### src/rtl/snn_output_spike_counter_if.sv
// Control, strobe and readback bundle between the SNN output spike counter
// and its sequencer / config-register block.
interface snn_output_spike_counter_if #(
  parameter int NUM_OUTPUTS = 2,
  parameter int COUNT_WIDTH = 9,
  parameter int IDX_WIDTH   = (NUM_OUTPUTS > 1) ? $clog2(NUM_OUTPUTS) : 1
);
  logic                   clear;
  logic                   spikes_valid;
  logic [NUM_OUTPUTS-1:0] spikes;
  logic                   last;
  logic [IDX_WIDTH-1:0]   count_sel;
  logic [COUNT_WIDTH-1:0] count_rdata;
  logic [IDX_WIDTH-1:0]   winner;
  logic [COUNT_WIDTH-1:0] winner_count;
  logic                   winner_valid;
  logic                   no_spikes;
  logic                   busy;

  modport master (
    output clear, spikes_valid, spikes, last, count_sel,
    input  count_rdata, winner, winner_count, winner_valid, no_spikes, busy
  );

  modport slave (
    input  clear, spikes_valid, spikes, last, count_sel,
    output count_rdata, winner, winner_count, winner_valid, no_spikes, busy
  );
endinterface

### src/rtl/snn_output_spike_counter.sv
// Per-neuron output spike counters for one SNN run, followed by a sequential
// argmax (lowest index wins ties) that yields the classification winner.
//
//  state    | meaning
//  S_IDLE   | after reset, strobes ignored until clear
//  S_COUNT  | accumulating saturating spike counts
//  S_ARGMAX | scanning one neuron per cycle, then latching the winner
//  S_DONE   | winner held, strobes ignored until clear
module snn_output_spike_counter #(
  parameter int NUM_OUTPUTS = 2,
  parameter int COUNT_WIDTH = 9,
  parameter int IDX_WIDTH   = (NUM_OUTPUTS > 1) ? $clog2(NUM_OUTPUTS) : 1
) (
  input logic clk,
  input logic rst,
  snn_output_spike_counter_if.slave bus
);
  localparam int SCAN_WIDTH = $clog2(NUM_OUTPUTS + 1);
  localparam logic [COUNT_WIDTH-1:0] CNT_MAX = '1;

  typedef enum logic [1:0] {S_IDLE, S_COUNT, S_ARGMAX, S_DONE} state_t;

  state_t                 state_q, state_d;
  logic [COUNT_WIDTH-1:0] cnt_q [NUM_OUTPUTS];
  logic [COUNT_WIDTH-1:0] cnt_d [NUM_OUTPUTS];
  logic [SCAN_WIDTH-1:0]  scan_q, scan_d;
  logic [IDX_WIDTH-1:0]   best_idx_q, best_idx_d;
  logic [COUNT_WIDTH-1:0] best_cnt_q, best_cnt_d;
  logic [COUNT_WIDTH-1:0] count_rdata_q, count_rdata_d;
  logic [IDX_WIDTH-1:0]   winner_q, winner_d;
  logic [COUNT_WIDTH-1:0] winner_count_q, winner_count_d;
  logic                   winner_valid_q, winner_valid_d;
  logic                   no_spikes_q, no_spikes_d;
  logic                   busy_q, busy_d;
  logic [COUNT_WIDTH-1:0] scan_cnt;

  // Both muxes go through a compare loop so out-of-range selects read 0.
  always_comb begin
    scan_cnt      = '0;
    count_rdata_d = '0;
    for (int n = 0; n < NUM_OUTPUTS; n++) begin
      if (int'(scan_q) == n) scan_cnt = cnt_q[n];
      if (int'(bus.count_sel) == n) count_rdata_d = cnt_q[n];
    end
  end

  always_comb begin
    state_d        = state_q;
    cnt_d          = cnt_q;
    scan_d         = scan_q;
    best_idx_d     = best_idx_q;
    best_cnt_d     = best_cnt_q;
    winner_d       = winner_q;
    winner_count_d = winner_count_q;
    winner_valid_d = winner_valid_q;
    no_spikes_d    = no_spikes_q;
    busy_d         = busy_q;

    case (state_q)
      S_COUNT: begin
        if (bus.spikes_valid) begin
          for (int n = 0; n < NUM_OUTPUTS; n++) begin
            if (bus.spikes[n] && cnt_q[n] != CNT_MAX) cnt_d[n] = cnt_q[n] + 1'b1;
          end
          if (bus.last) begin
            state_d = S_ARGMAX;
            scan_d  = '0;
          end
        end
      end
      S_ARGMAX: begin
        // One extra cycle past the last index to latch the result.
        if (scan_q == SCAN_WIDTH'(NUM_OUTPUTS)) begin
          winner_d       = best_idx_q;
          winner_count_d = best_cnt_q;
          no_spikes_d    = (best_cnt_q == '0);
          winner_valid_d = 1'b1;
          busy_d         = 1'b0;
          state_d        = S_DONE;
        end else begin
          if (scan_q == '0 || scan_cnt > best_cnt_q) begin
            best_idx_d = IDX_WIDTH'(scan_q);
            best_cnt_d = scan_cnt;
          end
          scan_d = scan_q + 1'b1;
        end
      end
      default: ;
    endcase

    if (bus.clear) begin
      for (int n = 0; n < NUM_OUTPUTS; n++) cnt_d[n] = '0;
      winner_valid_d = 1'b0;
      no_spikes_d    = 1'b0;
      busy_d         = 1'b1;
      state_d        = S_COUNT;
    end
  end

  always_ff @(posedge clk or posedge rst) begin
    if (rst) begin
      state_q        <= S_IDLE;
      for (int n = 0; n < NUM_OUTPUTS; n++) cnt_q[n] <= '0;
      scan_q         <= '0;
      best_idx_q     <= '0;
      best_cnt_q     <= '0;
      count_rdata_q  <= '0;
      winner_q       <= '0;
      winner_count_q <= '0;
      winner_valid_q <= 1'b0;
      no_spikes_q    <= 1'b0;
      busy_q         <= 1'b0;
    end else begin
      state_q        <= state_d;
      cnt_q          <= cnt_d;
      scan_q         <= scan_d;
      best_idx_q     <= best_idx_d;
      best_cnt_q     <= best_cnt_d;
      count_rdata_q  <= count_rdata_d;
      winner_q       <= winner_d;
      winner_count_q <= winner_count_d;
      winner_valid_q <= winner_valid_d;
      no_spikes_q    <= no_spikes_d;
      busy_q         <= busy_d;
    end
  end

  assign bus.count_rdata  = count_rdata_q;
  assign bus.winner       = winner_q;
  assign bus.winner_count = winner_count_q;
  assign bus.winner_valid = winner_valid_q;
  assign bus.no_spikes    = no_spikes_q;
  assign bus.busy         = busy_q;
endmodule

### src/flat_wrapper.sv
// flat-port wrapper written by rule: the top's interface ports become plain ports
module snn_output_spike_counter_flat 
#(
  parameter int NUM_OUTPUTS = 2,
  parameter int COUNT_WIDTH = 9,
  parameter int IDX_WIDTH   = (NUM_OUTPUTS > 1) ? $clog2(NUM_OUTPUTS) : 1
)
  (clk, rst, bus_clear, bus_spikes_valid, bus_spikes, bus_last, bus_count_sel, bus_count_rdata, bus_winner, bus_winner_count, bus_winner_valid, bus_no_spikes, bus_busy);
  snn_output_spike_counter_if #(.NUM_OUTPUTS(NUM_OUTPUTS), .COUNT_WIDTH(COUNT_WIDTH), .IDX_WIDTH(IDX_WIDTH)) bus_i ();
  input logic clk;
  input logic rst;
  input wire logic [$bits(bus_i.clear)-1:0] bus_clear;
  input wire logic [$bits(bus_i.spikes_valid)-1:0] bus_spikes_valid;
  input wire logic [$bits(bus_i.spikes)-1:0] bus_spikes;
  input wire logic [$bits(bus_i.last)-1:0] bus_last;
  input wire logic [$bits(bus_i.count_sel)-1:0] bus_count_sel;
  output wire logic [$bits(bus_i.count_rdata)-1:0] bus_count_rdata;
  output wire logic [$bits(bus_i.winner)-1:0] bus_winner;
  output wire logic [$bits(bus_i.winner_count)-1:0] bus_winner_count;
  output wire logic [$bits(bus_i.winner_valid)-1:0] bus_winner_valid;
  output wire logic [$bits(bus_i.no_spikes)-1:0] bus_no_spikes;
  output wire logic [$bits(bus_i.busy)-1:0] bus_busy;
  assign bus_i.clear = bus_clear;
  assign bus_i.spikes_valid = bus_spikes_valid;
  assign bus_i.spikes = bus_spikes;
  assign bus_i.last = bus_last;
  assign bus_i.count_sel = bus_count_sel;
  assign bus_count_rdata = bus_i.count_rdata;
  assign bus_winner = bus_i.winner;
  assign bus_winner_count = bus_i.winner_count;
  assign bus_winner_valid = bus_i.winner_valid;
  assign bus_no_spikes = bus_i.no_spikes;
  assign bus_busy = bus_i.busy;
  snn_output_spike_counter #(.NUM_OUTPUTS(NUM_OUTPUTS), .COUNT_WIDTH(COUNT_WIDTH), .IDX_WIDTH(IDX_WIDTH)) u_core (.clk(clk), .rst(rst), .bus(bus_i));
endmodule
### config.mk
export PLATFORM = sky130hd
export DESIGN_NAME = snn_output_spike_counter_flat
export DESIGN_NICKNAME = d
export VERILOG_FILES = /design/src/rtl/snn_output_spike_counter_if.sv /design/src/rtl/snn_output_spike_counter.sv /design/src/flat_wrapper.sv
export SDC_FILE = /design/constraint.sdc
export NUM_CORES = 1
export LEC_CHECK = 0
export BUFFER_PORTS_ARGS = -buffer_cell sky130_fd_sc_hd__buf_2
export CORE_AREA = 2 2 60 85
export CTS_CLUSTER_DIAMETER = 200
export CTS_CLUSTER_SIZE = 24
export DETAILED_ROUTE_END_ITERATION = 12
export DIE_AREA = 0 0 62 87
export HOLD_SLACK_MARGIN = 0.1
export PLACE_DENSITY = 0.79
export SLEW_MARGIN = 0
export SYNTH_ARGS = -nofsm -noshare
export SYNTH_HDL_FRONTEND = slang
export SYNTH_SLANG_ARGS = --single-unit
export TNS_END_PERCENT = 10
### constraint.sdc
create_clock -name clk -period 4.8 [get_ports clk]
set_input_delay 0.48 -clock clk [delete_from_list [all_inputs] [get_ports clk]]
set_output_delay 0.48 -clock clk [all_outputs]
set_load 0.005 [all_outputs]
# After elaboration in Yosys (flattened, before gate mapping)
# Cells that the tools add are included.
totals:
  output_inout_bits: 22
  ff_bits: 54
  input_bits: 8
  wordCells: 76
classes:
  muxes: 26
  magnitude_cmp: 1
  bitwise: 1
  eq_ne: 12
  n_addsub: 3
  n_reduce_logical: 21
ops:
  columns: ["op", "n"]
  rows:
  - ["two-way mux 18 bit", 3]
  - ["two-way mux 9 bit", 5]
  - ["adder 9 x 1 -> 9 bit (second input constant)", 2]
  - ["inequality test 9 bit (second input constant)", 2]
  - ["two-way mux 2 bit", 7]
  - ["nonzero test 2 bit", 7]
  - ["greater-than comparator 9 bit", 1]
  - ["logical NOT 9 bit", 1]
  - ["two-way mux 1 bit", 9]
  - ["AND reduction 3 bit", 3]
  - ["case mux 2 bit (2 select lines)", 2]
  - ["AND reduction 4 bit", 2]
  - ["equality test 2 bit (second input constant)", 3]
  - ["inequality test 2 bit (second input constant)", 3]
  - ["inequality test 3 bit (second input constant)", 2]
  - ["logical NOT 2 bit", 2]
  - ["AND reduction 2 bit", 2]
  - ["inequality test 3 x 2 -> 1 bit (second input constant)", 1]
  - ["nonzero test 3 bit", 1]
  - ["adder 2 x 1 -> 2 bit (second input constant)", 1]
  - ["equality test 2 x 1 -> 1 bit (second input constant)", 1]
  - ["logical AND 1 bit", 2]
  - ["logical OR 1 bit", 1]
  - ["inverter 1 bit", 1]

# Depth between registers and ports, before layout
# Gate-level depths: netlist (run 1).
logic_depth:
  ltp_word: 6
  depth_mapped: 11
  depth_no_buf: 10

# Least setup slack after synthesis (run 1)
# OpenSTA, ideal clock, no wires.
synth_path:
  kind: "flip-flop to flip-flop"
  from: "register u_core.scan_q[0]"
  to: "register u_core.best_cnt_q[1]"
  setup_ps: 125
  arrival_ps: 2663
  required_time_ps: 4675
  synth_period_minus_slack_ps: 2788
  stages_incl_launch_ff: 11
  slack_ps: 2012
  n_path_buf: 2
  path_cell_list: "dfrtp_1 -> ha_1 -> clkbuf_1 -> clkbuf_1 -> nand2_1 -> o21ai_0 -> ha_1 -> nand4_1 -> a211o_1 -> a211oi_4 -> mux2_2"
synth_between:
  elab_chain_cells: 6
  word_cells_on_any_way: 10
  cone_classes: "order compare: 1; eq/ne: 2; mux: 2; bitwise: 1; reduce/logical: 4"
synth_lines:
  columns: ["item", "line_no", "rtl"]
  rows:
  - ["from (decl)", "snn_output_spike_counter.sv:26", "logic [SCAN_WIDTH-1:0] scan_q, scan_d;"]
  - ["from (signal assigned)", "snn_output_spike_counter.sv:116", "scan_q <= scan_d;"]
  - ["logical NOT 2 bit", "snn_output_spike_counter.sv:42", "if (int'(scan_q) == n) scan_cnt = cnt_q[n];"]
  - ["two-way mux 9 bit", "snn_output_spike_counter.sv:42", null]
  - ["two-way mux 9 bit *", "snn_output_spike_counter.sv:42", null]
  - ["net u_core.scan_cnt[7]", "snn_output_spike_counter.sv:35", "logic [COUNT_WIDTH-1:0] scan_cnt;"]
  - ["greater-than comparator 9 bit *", "snn_output_spike_counter.sv:81", "if (scan_q == '0 || scan_cnt > best_cnt_q) begin"]
  - ["logical OR 1 bit *", "snn_output_spike_counter.sv:81", null]
  - ["AND reduction 3 bit (no source line) *", null, null]
  - ["to (signal assigned)", "snn_output_spike_counter.sv:118", "best_cnt_q <= best_cnt_d;"]
  - ["to (decl)", "snn_output_spike_counter.sv:28", "logic [COUNT_WIDTH-1:0] best_cnt_q, best_cnt_d;"]
# The timed path passes the listed nets; every way through them passes the cells marked *.
# A chain may end at the register's enable or synchronous reset.

# Worst setup path in the final report (run 1)
layout_path:
  from: "register u_core.scan_q[1]"
  to: "register u_core.best_cnt_q[2]"
# The elaborated chain is that of the path after synthesis.

==> impl_summary.log, run 1 <==
[metrics] Reg area: roughly 1400 µm²
[metrics] Die Footprint: between 5000 and 6000 µm²
[metrics] critical path class: flop to flop
[metrics] antenna diode count: 0
[metrics] category of cells accounting for the largest share of critical-path delay: compound AO/OA/AOI/OAI gates
[metrics] post-route setup TNS: 0 ns
[metrics] TritonCTS Buffers: 5
[metrics] core outline area: ~4700 µm²
[metrics] Post-synth top cells: sky130_fd_sc_hd__dfrtp_1, sky130_fd_sc_hd__nand2_1, sky130_fd_sc_hd__o21ai_0
[metrics] Clock Skews: ~0.0086 ns
[metrics] register bit total from synthesis: 54
[metrics] required time worst endpoint: 4.99 ns
[metrics] overflow left after global routing: 0
[metrics] top-count cell post-synth: sky130_fd_sc_hd__dfrtp_1
[metrics] routed length on met2: roughly 2600 µm
[metrics] instance count of the mapped netlist: between 200 and 300
[metrics] Critical Path Sink Type: flop
[metrics] Finish-stage setup viols: 0
[metrics] yosys warns: 0
[metrics] share of power burned in combinational logic: 12.1%
[metrics] sequential cell fraction of total power: between 50% and 60%
[metrics] Final Critical Period: a little over 3 ns
[metrics] most frequent cell on the critical path: sky130_fd_sc_hd__ha_1
[metrics] worst skew pair latency: about 0.3 ns
[metrics] die boundary height: ~87 µm
[metrics] number of distinct library cell variants in the gate-level netlist after synthesis: 34
[metrics] Main synth FF type: sky130_fd_sc_hd__dfrtp_1
[metrics] top-area cell type share of the netlist area: 50.2%
[metrics] Avg Cell Area, Syn: about 10 µm²
[metrics] net total in the final layout: ~320
[metrics] filler cell count: 400
[metrics] total number of vias: approximately 1900
[metrics] clock tree sinks: between 50 and 60
[metrics] total track usage: a little over a fifth
[metrics] final worst path period share: 64.0%
[metrics] Placement Rows: 30
[metrics] switching part of the total: between 20 and 30%
[metrics] max-slew violations: 0
[metrics] data arrival time of the critical path: ~3.3 ns
[metrics] Final GP Congestion: 0.852
[metrics] deepest level of the CTS H-tree: 2
[metrics] maximum number of pins on one net before global-route repair: between 50 and 60
[metrics] total power: a little over 0.8 mW
[metrics] internal power: ~0.62 mW
[metrics] initial antenna violation count: 0
[metrics] share of synthesized area occupied by flip-flops and latches: between 50% and 60%
[metrics] Finished Cell Area: about 3000 µm²
[metrics] synthesized net count: a little under 300
[metrics] remaining design rule violation count: 0
[metrics] count of buffers added by post-CTS timing repair for setup: 0
[metrics] hold_buf cts: 0
[metrics] Hold Violations, Final: 0
[metrics] headroom to the max-slew limit: between 20% and 30%
[metrics] clock tree from TritonCTS: built
[metrics] fraction of final layout cells sized beyond drive strength 1: 19.7%
[metrics] maximum root-to-sink buffer count: 2
[metrics] die width: 62 µm
[metrics] Synth area leaders: sky130_fd_sc_hd__dfrtp_1, sky130_fd_sc_hd__mux2_2, sky130_fd_sc_hd__ha_1
[metrics] vias in the first global route: between 1500 and 2000
[metrics] largest area contributor in the synthesized netlist: sky130_fd_sc_hd__dfrtp_1
[metrics] first-pass GRT wire length: just under 9000 µm
[metrics] cell with the largest stage delay on the worst path: sky130_fd_sc_hd__a211oi_4
[metrics] clock transition at the register clock pins on the worst setup and hold paths after CTS: around 0.09 ns
[metrics] Post-Layout Cell Count: around 350
[metrics] unrepaired setup endpoints after global routing: no
[metrics] longest individual stage delay on the worst path: about 0.54 ns
[metrics] Placement Cell Area: ~2900 µm²
[metrics] post-synthesis instance area: 2690 µm²
[metrics] # port buffers: 29
[metrics] Routed met1 length: slightly above 2000 µm
[metrics] min-delay worst type: input port to async pin
[metrics] ANT nets after route: 0
[metrics] DP Wirelength: approximately 3600 µm
[metrics] Synth async-reset ratio: between 90% and 100%
[metrics] cell leakage power: 1.41 nW
[metrics] combined area of the multi-input logic cells: 1250 µm²
[metrics] net switching power figure: around 0.21 mW
[metrics] measured slew at the worst slew-check pin: 1.08 ns
[metrics] number of buffers and inverters on the critical path: 1
[metrics] detailed route wirelength on metal3: approximately 220 µm
[metrics] number of DRC violations after detailed-routing iteration 0: 94
[metrics] maximum ir drop on the vdd rail: 0.219 mV
[metrics] nature of the critical path startpoint: flop
[metrics] effective utilization at floorplan: between 50% and 60%
[metrics] total wirelength of the detailed-routed design: around 5000 µm
[metrics] cells resized by post-CTS repair: 0
[metrics] iteration count of the initial detailed-routing pass: 4
[metrics] Post-synth EDFFs: 0
[metrics] Pwr per Cell Area: between 200 and 300 nW/µm²
[metrics] total of max-cap violations: 0
[metrics] clock network power share: between 20% and 30%
[metrics] peak clock frequency supported by timing: 326 MHz
[metrics] Root Driver: sky130_fd_sc_hd__clkbuf_8
[metrics] cell breakdown of the critical path: inv_1 > ha_1 > o21ai_0 > ha_1 > nand4_1 > a211o_1 > a211oi_4 > mux2_2
[metrics] cell count after placement: ~350
[metrics] Routed WL per cell: roughly 14 µm
[metrics] run status: finished clean
[metrics] via count normalized by instance count: ~5.5
[metrics] Highest Signal Layer: met4
[metrics] Min Hold Slack: about 0.42 ns
[metrics] Syn-to-layout area delta: 9.85%
[metrics] number of I/O pins: 30
[metrics] crit path max fanout: 18
-- flip-flops by register name, summed over array words and instances (netlist names) --
register and flops:
u_core.bus.winner_count 9, u_core.scan_q 2, u_core.bus.busy 1, u_core.best_idx_q 1
u_core.bus.count_rdata 9, u_core.state_q 2, u_core.bus.no_spikes 1, u_core.bus.winner_valid 1
u_core.bus.winner 1, u_core.best_cnt_q 9, u_core.cnt_q 18
-- stage by stage --
stage	setup WS, ns	utilization, %
after floorplan	2.01	-
after detailed placement	1.77	61.3
after global placement	1.86	61.3
after CTS	1.75	63.0
after global routing	1.47	63.0
final	1.73	63.0
-- power groups by stage --
stage | registers, mW | clock network [mW] | logic [mW]
floorplan | 0.486 | 0 | 0.0806
global placement | 0.490 | 0 | 0.0991
detailed placement | 0.490 | 0 | 0.101
CTS | 0.481 | 0.252 | 0.102
global route | 0.483 | 0.274 | 0.115
finish | 0.481 | 0.246 | 0.100
-- path summary, 6_finish.rpt --
check,start,endpoint,slack (ns),depth (start not counted)
setup / recovery,u_core.scan_q[1],u_core.best_cnt_q[2],1.73,8
hold / removal,rst,u_core.cnt_q[4],0.42,2
setup reg to reg,u_core.scan_q[1],u_core.best_cnt_q[2],1.73,8
hold reg to reg,u_core.bus.winner_count[1],u_core.bus.winner_count[1],0.47,2
max in group asynchronous,rst,u_core.best_cnt_q[7],3.70,2
min in group clk,u_core.bus.winner_count[1],u_core.bus.winner_count[1],0.47,2
-- metal layers --
| metal | global-route usage [%] | up-vias |
|---|---|---|
| li1 | - | 959 |
| met1 | 28.2 | 919 |
| met2 | 35.2 | 48 |
| met3 | 3.57 | 13 |
| met4 | 10.3 | 0 |
| met5 | 0 | - |
-- layout make-up --
cell class	count	area share, %
Inverter	14	1.78
Clock buffer	6	2.79
Multi-Input combinational cell	187	42.1
Sequential cell	54	45.7
Tap cell	64	2.71
Timing Repair Buffer	29	4.91
-- cells in the final DEF, fill, tap and decap left out, types with 7 or more instances in the layout --
master / instances
sky130_fd_sc_hd__ha_1: 16
sky130_fd_sc_hd__dfrtp_1: 54
sky130_fd_sc_hd__mux2_2: 19
sky130_fd_sc_hd__xnor2_1: 8
sky130_fd_sc_hd__nand4_1: 7
sky130_fd_sc_hd__inv_1: 13
sky130_fd_sc_hd__a21oi_1: 9
sky130_fd_sc_hd__nand2_1: 38
sky130_fd_sc_hd__buf_2: 29
sky130_fd_sc_hd__nor2_1: 20
sky130_fd_sc_hd__o21ai_0: 24
-- kinds of logic after synthesis --
family | count (synthesis) | share of synthesized area [%]
compound gates | 40 | 8.69
simple gates | 96 | 16.9
mux | 22 | 9.06
flops | 54 | 50.2
fa+ha+maj | 16 | 7.43
xor+xnor | 13 | 4.23
buf+inv | 25 | 3.53
(Power assumes the default switching activity.)
==> inputs of run 2 (changes only) <==
- CORE_AREA: 2 2 60 85 -> 2 2 64 91
- DIE_AREA: 0 0 62 87 -> 0 0 66 93
- PLACE_DENSITY: 0.79 -> 0.73
- clock period: 4.8 -> 2.46 ns (I/O delays scaled with it)
==> run 2 against run 1 <==
Against the previous run:
- the flow now finishes with violations (negative setup slack)
- count of clock-buffer cells in the layout is 1 lower
- utilization is 0.67 points higher
- first-iteration DRC count is 29% higher
- combinational power grew to 3.3 times the previous value
- largest power group unchanged
==> impl_summary.log, run 2 (synthesis gave the netlist of run 1 again) <==
[metrics] Final Critical Period: 2.66 ns (was 3.07 ns)
[metrics] first-pass GRT wire length: 10200 µm (was 8800 µm)
[metrics] clock transition at the register clock pins on the worst setup and hold paths after CTS: 0.10 ns (was 0.09 ns)
[metrics] crit path max fanout: 8 (was 18)
[metrics] required time worst endpoint: 2.66 ns (was 4.99 ns)
[metrics] Min Hold Slack: 0.0888 ns (was 0.419 ns)
[metrics] total track usage: 22.3% (was 22.0%)
[metrics] initial antenna violation count: 0 (unchanged)
[metrics] hold_buf cts: 0 (unchanged)
[metrics] min-delay worst type: input port to async pin (unchanged)
[metrics] Critical Path Sink Type: flop (unchanged)
[metrics] Finish-stage setup viols: 10 (was 0)
[metrics] total wirelength of the detailed-routed design: 6240 µm (was 5060 µm)
[metrics] nature of the critical path startpoint: flop (unchanged)
[metrics] post-route setup TNS: -1.87 ns (was 0 ns)
[metrics] net total in the final layout: 347 (was 315)
[metrics] number of I/O pins: 30 (unchanged)
[metrics] critical path class: flop to flop (unchanged)
[metrics] deepest level of the CTS H-tree: 2 (unchanged)
[metrics] clock tree from TritonCTS: built (unchanged)
[metrics] Crit Reg-Reg Endpoint: u_core.best_cnt_q[4] (was u_core.best_cnt_q[2])
[metrics] worst setup slack after layout: -0.199 ns (was 1.73 ns)
[metrics] final worst path period share: 108% (was 64.0%)
[metrics] number of DRC violations after detailed-routing iteration 0: 121 (was 94)
[metrics] die boundary height: 93 µm (was 87 µm)
[metrics] FF-to-FF path depth: 10 (was 8)
[metrics] maximum root-to-sink buffer count: 2 (unchanged)
[metrics] data arrival time of the critical path: 2.86 ns (was 3.26 ns)
[metrics] effective utilization at floorplan: 50.2% (was 57.4%)
[metrics] Finished Cell Area: 3420 µm² (was 2960 µm²)
[metrics] Setup WS pre-CTS: -0.356 ns (was 1.77 ns)
[metrics] most common cell after layout, fill and taps aside: sky130_fd_sc_hd__dfrtp_1 (unchanged)
[metrics] ANT nets after route: 0 (unchanged)
[metrics] # port buffers: 29 (unchanged)
[metrics] max reg flops: 18 (unchanged)
[metrics] Final GP Congestion: 0.866 (was 0.852)
[metrics] TritonCTS Buffers: 5 (unchanged)
[metrics] measured slew at the worst slew-check pin: 0.652 ns (was 1.08 ns)
[metrics] overflow left after global routing: 0 (unchanged)
[metrics] unrepaired setup endpoints after global routing: yes (was no)
[metrics] iteration count of the initial detailed-routing pass: 4 (unchanged)
[metrics] worst skew pair latency: 0.32 ns (was 0.30 ns)
[metrics] FF-to-FF Start: u_core.scan_q[0] (was u_core.scan_q[1])
[metrics] via count normalized by instance count: 5.42 (was 5.48)
[metrics] Placement Cell Area: 3110 µm² (was 2880 µm²)
[metrics] register ranked first by flip-flop count: u_core.cnt_q (unchanged)
[metrics] clock tree sinks: 54 (unchanged)
[metrics] Clock Skews: 0.00937 ns (was 0.00863 ns)
[metrics] remaining design rule violation count: 0 (unchanged)
[metrics] fraction of final layout cells sized beyond drive strength 1: 33.6% (was 19.7%)
[metrics] peak clock frequency supported by timing: 376 MHz (was 326 MHz)
[metrics] Die Footprint: 6140 µm² (was 5390 µm²)
[metrics] DP Wirelength: 4150 µm (was 3630 µm)
[metrics] Root Driver: sky130_fd_sc_hd__clkbuf_8 (unchanged)
[metrics] flop-to-flop setup slack: -0.20 ns (was 1.73 ns)
[metrics] maximum number of pins on one net before global-route repair: 55 (unchanged)
[metrics] Pwr per Cell Area: 576 nW/µm² (was 280 nW/µm²)
[metrics] total number of vias: 2126 (was 1939)
[metrics] violated checks: negative setup slack
[metrics] core outline area: 5370 µm² (was 4690 µm²)
[metrics] total of max-cap violations: 0 (unchanged)
[metrics] headroom to the max-slew limit: 56.6% (was 28.1%)
[metrics] Placement Rows: 32 (was 30)
[metrics] cell leakage power: 1.63 nW (was 1.41 nW)
[metrics] Hold Violations, Final: 0 (unchanged)
[metrics] vias in the first global route: 2212 (was 1894)
[metrics] die width: 66 µm (was 62 µm)
[metrics] Syn-to-layout area delta: 27.0% (was 9.85%)
[metrics] run status: finished with violations (was finished clean)
[metrics] max-slew violations: 0 (unchanged)
[metrics] top library cells by usage in the layout, fill and taps aside: sky130_fd_sc_hd__dfrtp_1, sky130_fd_sc_hd__nand2_1, sky130_fd_sc_hd__buf_2 (unchanged)
[metrics] Routed WL per cell: 15.9 µm (was 14.3 µm)
[metrics] maximum ir drop on the vdd rail: 0.449 mV (was 0.219 mV)
[metrics] antenna diode count: 0 (unchanged)
## run 2: cell types whose count changed in the layout (fill, tap and decap cells not counted), moves of 4 or more
cell and change:
sky130_fd_sc_hd__mux2_2 -9, sky130_fd_sc_hd__mux2_4 +9, sky130_fd_sc_hd__o21ai_2 +5, sky130_fd_sc_hd__ha_1 -5
sky130_fd_sc_hd__o21ai_0 -6, sky130_fd_sc_hd__ha_4 +4, sky130_fd_sc_hd__buf_4 +25, sky130_fd_sc_hd__buf_6 +6
## run 2: through the flow
stage               power (mW)  util (%)  std cells
CTS                       1.97      63.1        391
finish                    1.97      63.7        392
global placement          1.19      58.0        376
floorplan                 1.13         -        266
detailed placement        1.20      58.0        376
global route              2.05      63.7        392
## run 2: repair_timing
| action | 4_1_cts | 5_1_grt |
|---|---|---|
| setup buffers | 7 | 1 |
| gates resized for setup | 28 | 5 |
| pin swaps | 9 | 4 |
| setup endpoints to repair | 10 | 10 |
## run 2: power by group
| group | internal (mW) | switching (mW) | leakage (nW) | total [mW] |
|---|---|---|---|---|
| clock | 0.407 | 0.294 | 0.0683 | 0.701 |
| combinational | 0.150 | 0.176 | 0.823 | 0.326 |
| sequential | 0.914 | 0.0291 | 0.741 | 0.943 |
## run 2: worst max-delay path: stages, from the launching register on
cell,delay [ns]
sky130_fd_sc_hd__dfrtp_2,0.45
sky130_fd_sc_hd__ha_4,0.18
sky130_fd_sc_hd__buf_6,0.13
sky130_fd_sc_hd__nand2_1,0.08
sky130_fd_sc_hd__o21ai_2,0.07
sky130_fd_sc_hd__ha_1,0.29
sky130_fd_sc_hd__nand4_1,0.16
sky130_fd_sc_hd__o221a_2,0.36
sky130_fd_sc_hd__a211oi_4,0.36
sky130_fd_sc_hd__buf_12,0.18
sky130_fd_sc_hd__mux2_4,0.29
## run 2: how the worst max path moves through the flow
stage	to	from	slack, ns
finish	u_core.best_cnt_q[4]	u_core.scan_q[0]	-0.20
CTS	u_core.best_idx_q	u_core.scan_q[0]	-0.13
global route	u_core.best_cnt_q[4]	u_core.scan_q[0]	-0.25
global placement	u_core.best_cnt_q[7]	u_core.scan_q[0]	-0.24
detailed placement	u_core.best_cnt_q[1]	u_core.scan_q[0]	-0.36
floorplan	u_core.best_cnt_q[1]	u_core.scan_q[1]	-0.28
## run 2: per-layer routing
metal / share of wire [%] / global-route usage, % / vias up
met5: 0 / 0 / -
met4: 4.3 / 11.7 / 0
met3: 3.4 / 5.05 / 26
met2: 55 / 41.5 / 48
met1: 37 / 22.5 / 1025
li1: - / - / 1027
## run 2: final cells by class
class                           instances  area [µm²]
Clock inverter                          3        68.8
Sequential cell                        54        1350
Timing Repair Buffer                   61         420
Clock buffer                            5        68.8
Tap cell                               68        85.1
Fill cell                             469        1950
Multi-Input combinational cell        187        1370
Inverter                               14        52.6
==> inputs of run 3 (changes only) <==
- ABC_AREA: default -> 1
- CORE_AREA: 2 2 64 91 -> 2 2 65 91
- CTS_BUF_LIST: default -> sky130_fd_sc_hd__clkbuf_16
- DIE_AREA: 0 0 66 93 -> 0 0 67 93
- PLACE_DENSITY: 0.73 -> 0.74
- TNS_END_PERCENT: 10 -> 100
==> run 3 against run 2 <==
Against the previous run:
- the run now ends clean
- cell count is 9.4% higher
- non-clock buffer count is 25 lower
- utilization is 3.2 points lower
- sequential cell count stayed put
- synthesized cell count is 22% higher
- maximum frequency is 12% higher
==> impl_summary.log, run 3 <==
[metrics] run status: finished clean (was finished with violations)
[metrics] Setup WS pre-CTS: -0.0255 ns (was -0.356 ns)
[metrics] TritonCTS Buffers: 5 (unchanged)
[metrics] final worst path period share: 96.5% (was 108%)
[metrics] Main synth FF type: sky130_fd_sc_hd__dfrtp_1 (unchanged)
[metrics] nature of the critical path startpoint: flop (unchanged)
[metrics] data arrival time of the critical path: 2.56 ns (was 2.86 ns)
[metrics] most common cell after layout, fill and taps aside: sky130_fd_sc_hd__nand2_1 (was sky130_fd_sc_hd__dfrtp_1)
[metrics] DP Wirelength: 4520 µm (was 4150 µm)
[metrics] die width: 67 µm (was 66 µm)
[metrics] register bit total from synthesis: 54 (unchanged)
[metrics] total track usage: 22.0% (was 22.3%)
[metrics] via count normalized by instance count: 5.45 (was 5.42)
[metrics] clock transition at the register clock pins on the worst setup and hold paths after CTS: 0.07 ns (was 0.10 ns)
[metrics] synthesized net count: 348 (was 290)
[metrics] Syn-to-layout area delta: 17.9% (was 27.0%)
[metrics] number of DRC violations after detailed-routing iteration 0: 159 (was 121)
[metrics] net total in the final layout: 384 (was 347)
[metrics] required time worst endpoint: 2.64 ns (was 2.66 ns)
[metrics] Die Footprint: 6230 µm² (was 6140 µm²)
[metrics] Critical Path Sink Type: flop (unchanged)
[metrics] Post-synth EDFFs: 0 (unchanged)
[metrics] cell breakdown of the critical path: inv_2 > ha_1 > inv_1 > nor2_2 > inv_2 > buf_8 > o22ai_1 > ha_1 > nand2_1 > nor2_1 > nand3b_1 > nand3_1 > nand2_1 > nand2_2 > buf_6 > nand3_1 > nand2_1 (was ha_4 > buf_6 > nand2_1 > o21ai_2 > ha_1 > nand4_1 > o221a_2 > a211oi_4 > buf_12 > mux2_4)
[metrics] max-slew violations: 0 (unchanged)
[metrics] number of I/O pins: 30 (unchanged)
[metrics] longest individual stage delay on the worst path: 0.42 ns (was 0.45 ns)
[metrics] iteration count of the initial detailed-routing pass: 4 (unchanged)
[metrics] vias in the first global route: 2299 (was 2212)
[metrics] die boundary height: 93 µm (unchanged)
[metrics] total wirelength of the detailed-routed design: 6320 µm (was 6240 µm)
[metrics] Final GP Congestion: 0.869 (was 0.866)
[metrics] measured slew at the worst slew-check pin: 0.696 ns (was 0.652 ns)
[metrics] Synth async-reset ratio: 100% (unchanged)
[metrics] remaining design rule violation count: 0 (unchanged)
[metrics] Root Driver: sky130_fd_sc_hd__clkbuf_16 (was sky130_fd_sc_hd__clkbuf_8)
[metrics] cell leakage power: 1.61 nW (was 1.63 nW)
[metrics] core outline area: 5450 µm² (was 5370 µm²)
[metrics] headroom to the max-slew limit: 53.6% (was 56.6%)
[metrics] ANT nets after route: 0 (unchanged)
[metrics] worst setup slack after layout: 0.0862 ns (was -0.199 ns)
[metrics] instance count of the mapped netlist: 324 (was 266)
[metrics] most frequent cell on the critical path: sky130_fd_sc_hd__nand2_1
[metrics] maximum ir drop on the vdd rail: 0.276 mV (was 0.449 mV)
[metrics] worst skew pair latency: 0.29 ns (was 0.32 ns)
[metrics] total of max-cap violations: 0 (unchanged)
[metrics] max reg flops: 18 (unchanged)
[metrics] effective utilization at floorplan: 51.3% (was 50.2%)
[metrics] category of cells accounting for the largest share of critical-path delay: simple AND/OR/NAND/NOR gates (was compound AO/OA/AOI/OAI gates)
[metrics] filler cell count: 494 (was 469)
[metrics] critical path class: flop to flop (unchanged)
[metrics] register ranked first by flip-flop count: u_core.cnt_q (unchanged)
[metrics] initial antenna violation count: 0 (unchanged)
[metrics] post-route setup TNS: 0 ns (was -1.87 ns)
[metrics] cell with the largest stage delay on the worst path: sky130_fd_sc_hd__dfrtp_1 (was sky130_fd_sc_hd__dfrtp_2)
[metrics] number of distinct library cell variants in the gate-level netlist after synthesis: 31 (was 34)
[metrics] Routed WL per cell: 14.7 µm (was 15.9 µm)
[metrics] # port buffers: 29 (unchanged)
[metrics] post-synthesis instance area: 2800 µm² (was 2690 µm²)
[metrics] Finish-stage setup viols: 0 (was 10)
[metrics] fraction of final layout cells sized beyond drive strength 1: 23.0% (was 33.6%)
[metrics] yosys warns: 0 (unchanged)
[metrics] Final Critical Period: 2.37 ns (was 2.66 ns)
[metrics] min-delay worst type: input port to async pin (unchanged)
[metrics] antenna diode count: 0 (unchanged)
[metrics] Pwr per Cell Area: 572 nW/µm² (was 576 nW/µm²)
[metrics] largest area contributor in the synthesized netlist: sky130_fd_sc_hd__dfrtp_1 (unchanged)
[metrics] share of synthesized area occupied by flip-flops and latches: 48.3% (was 50.2%)
[metrics] Hold Violations, Final: 0 (unchanged)
[metrics] deepest level of the CTS H-tree: 2 (unchanged)
[metrics] hold_buf cts: 0 (unchanged)
[metrics] Avg Cell Area, Syn: 8.63 µm² (was 10.1 µm²)
[metrics] Clock Skews: 0.00874 ns (was 0.00937 ns)
[metrics] maximum number of pins on one net before global-route repair: 55 (unchanged)
[metrics] first-pass GRT wire length: 10400 µm (was 10200 µm)
[metrics] Synth area leaders: sky130_fd_sc_hd__dfrtp_1, sky130_fd_sc_hd__nand2_1, sky130_fd_sc_hd__ha_1 (was sky130_fd_sc_hd__dfrtp_1, sky130_fd_sc_hd__mux2_2, sky130_fd_sc_hd__ha_1)
[metrics] total number of vias: 2339 (was 2126)
[metrics] crit path max fanout: 10 (was 8)
[metrics] top library cells by usage in the layout, fill and taps aside: sky130_fd_sc_hd__nand2_1, sky130_fd_sc_hd__dfrtp_1, sky130_fd_sc_hd__inv_1 (was sky130_fd_sc_hd__dfrtp_1, sky130_fd_sc_hd__nand2_1, sky130_fd_sc_hd__buf_2)
[metrics] Placement Rows: 32 (unchanged)
[metrics] Post-synth top cells: sky130_fd_sc_hd__nand2_1, sky130_fd_sc_hd__dfrtp_1, sky130_fd_sc_hd__inv_1 (was sky130_fd_sc_hd__dfrtp_1, sky130_fd_sc_hd__nand2_1, sky130_fd_sc_hd__o21ai_0)
[metrics] clock tree from TritonCTS: built (unchanged)
[metrics] number of buffers and inverters on the critical path: 5 (was 2)
[metrics] clock tree sinks: 54 (unchanged)
[metrics] top-area cell type share of the netlist area: 48.3% (was 50.2%)
[metrics] Min Hold Slack: 0.136 ns (was 0.0888 ns)
[metrics] overflow left after global routing: 0 (unchanged)
[metrics] top-count cell post-synth: sky130_fd_sc_hd__nand2_1 (was sky130_fd_sc_hd__dfrtp_1)
[metrics] maximum root-to-sink buffer count: 2 (unchanged)
[metrics] peak clock frequency supported by timing: 421 MHz (was 376 MHz)
==> run 3: changes by cell type after synthesis, sizes merged, moves of 5 or more <==
cell    change
nand3      +23
o22ai       +8
o21ai      +11
xnor2       -8
nor3        +8
clkbuf      -8
inv        +33
mux2       -19
xor2        -5
nand2      +35
==> run 3: logic make-up after synthesis <==
group | synth area share, %
AO/OA/AOI/OAI | 11.5
buffers and inverters | 8.46
AND/OR/NAND/NOR | 24.5
adder cells (fa/ha/maj) | 7.16
flip-flops | 48.3
==> run 3: path summary, 6_finish.rpt <==
check                                 start                      end  slack, ns  cells after the start
setup / recovery           u_core.scan_q[0]     u_core.best_cnt_q[6]       0.09                     17
hold / removal                          rst  u_core.bus.winner_valid       0.14                      3
setup reg to reg           u_core.scan_q[0]     u_core.best_cnt_q[6]       0.09                     17
hold reg to reg             u_core.bus.busy          u_core.bus.busy       0.47                      2
max in group asynchronous               rst     u_core.best_cnt_q[0]       1.86                      3
min in group clk                  bus_clear        u_core.state_q[1]       0.24                      2
==> run 3: worst min-delay path, cell delays in order <==
cell	delay, ns
sky130_fd_sc_hd__buf_2	0.10
sky130_fd_sc_hd__inv_2	0.03
sky130_fd_sc_hd__buf_4	0.54
==> run 3: through the flow <==
stage               instances  cell area (µm²)  utilization [%]  power (mW)
finish                    429             3300             60.5        1.88
CTS                       428             3190             58.5        1.88
floorplan                 324             2800                -        1.05
detailed placement        420             3020             55.4        1.10
global route              429             3300             60.5        1.95
global placement          420             3020             55.4        1.10
==> run 3: area by class of cell <==
class                           count  area (µm²)  share of cell area, %
Tap cell                           68        85.1                   2.58
Inverter                           49         184                   5.58
Clock inverter                      3        37.5                   1.14
Clock buffer                        5         125                   3.80
Timing Repair Buffer               36         209                   6.34
Sequential cell                    54        1350                   41.0
Multi-Input combinational cell    214        1300                   39.6
==> run 3: report_power, final <==
part | internal [mW] | switching [mW] | total, mW
Combinational | 0.0593 | 0.127 | 0.187
Sequential | 0.906 | 0.0147 | 0.920
Clock | 0.473 | 0.305 | 0.778
==> run 3: per-layer routing <==
layer | up-vias | wire length (µm) | global-route usage [%]
met5 | - | 0 | 0
met4 | 0 | 231 | 11.1
met3 | 18 | 248 | 3.37
met2 | 58 | 3390 | 39.7
met1 | 1129 | 2450 | 24.3
li1 | 1134 | - | -
==> run 3: what timing repair did <==
item	4_1_cts	5_1_grt
pin swaps	0	1
setup buffers	0	1
gates resized for setup	2	22
endpoints found under the setup margin	10	10
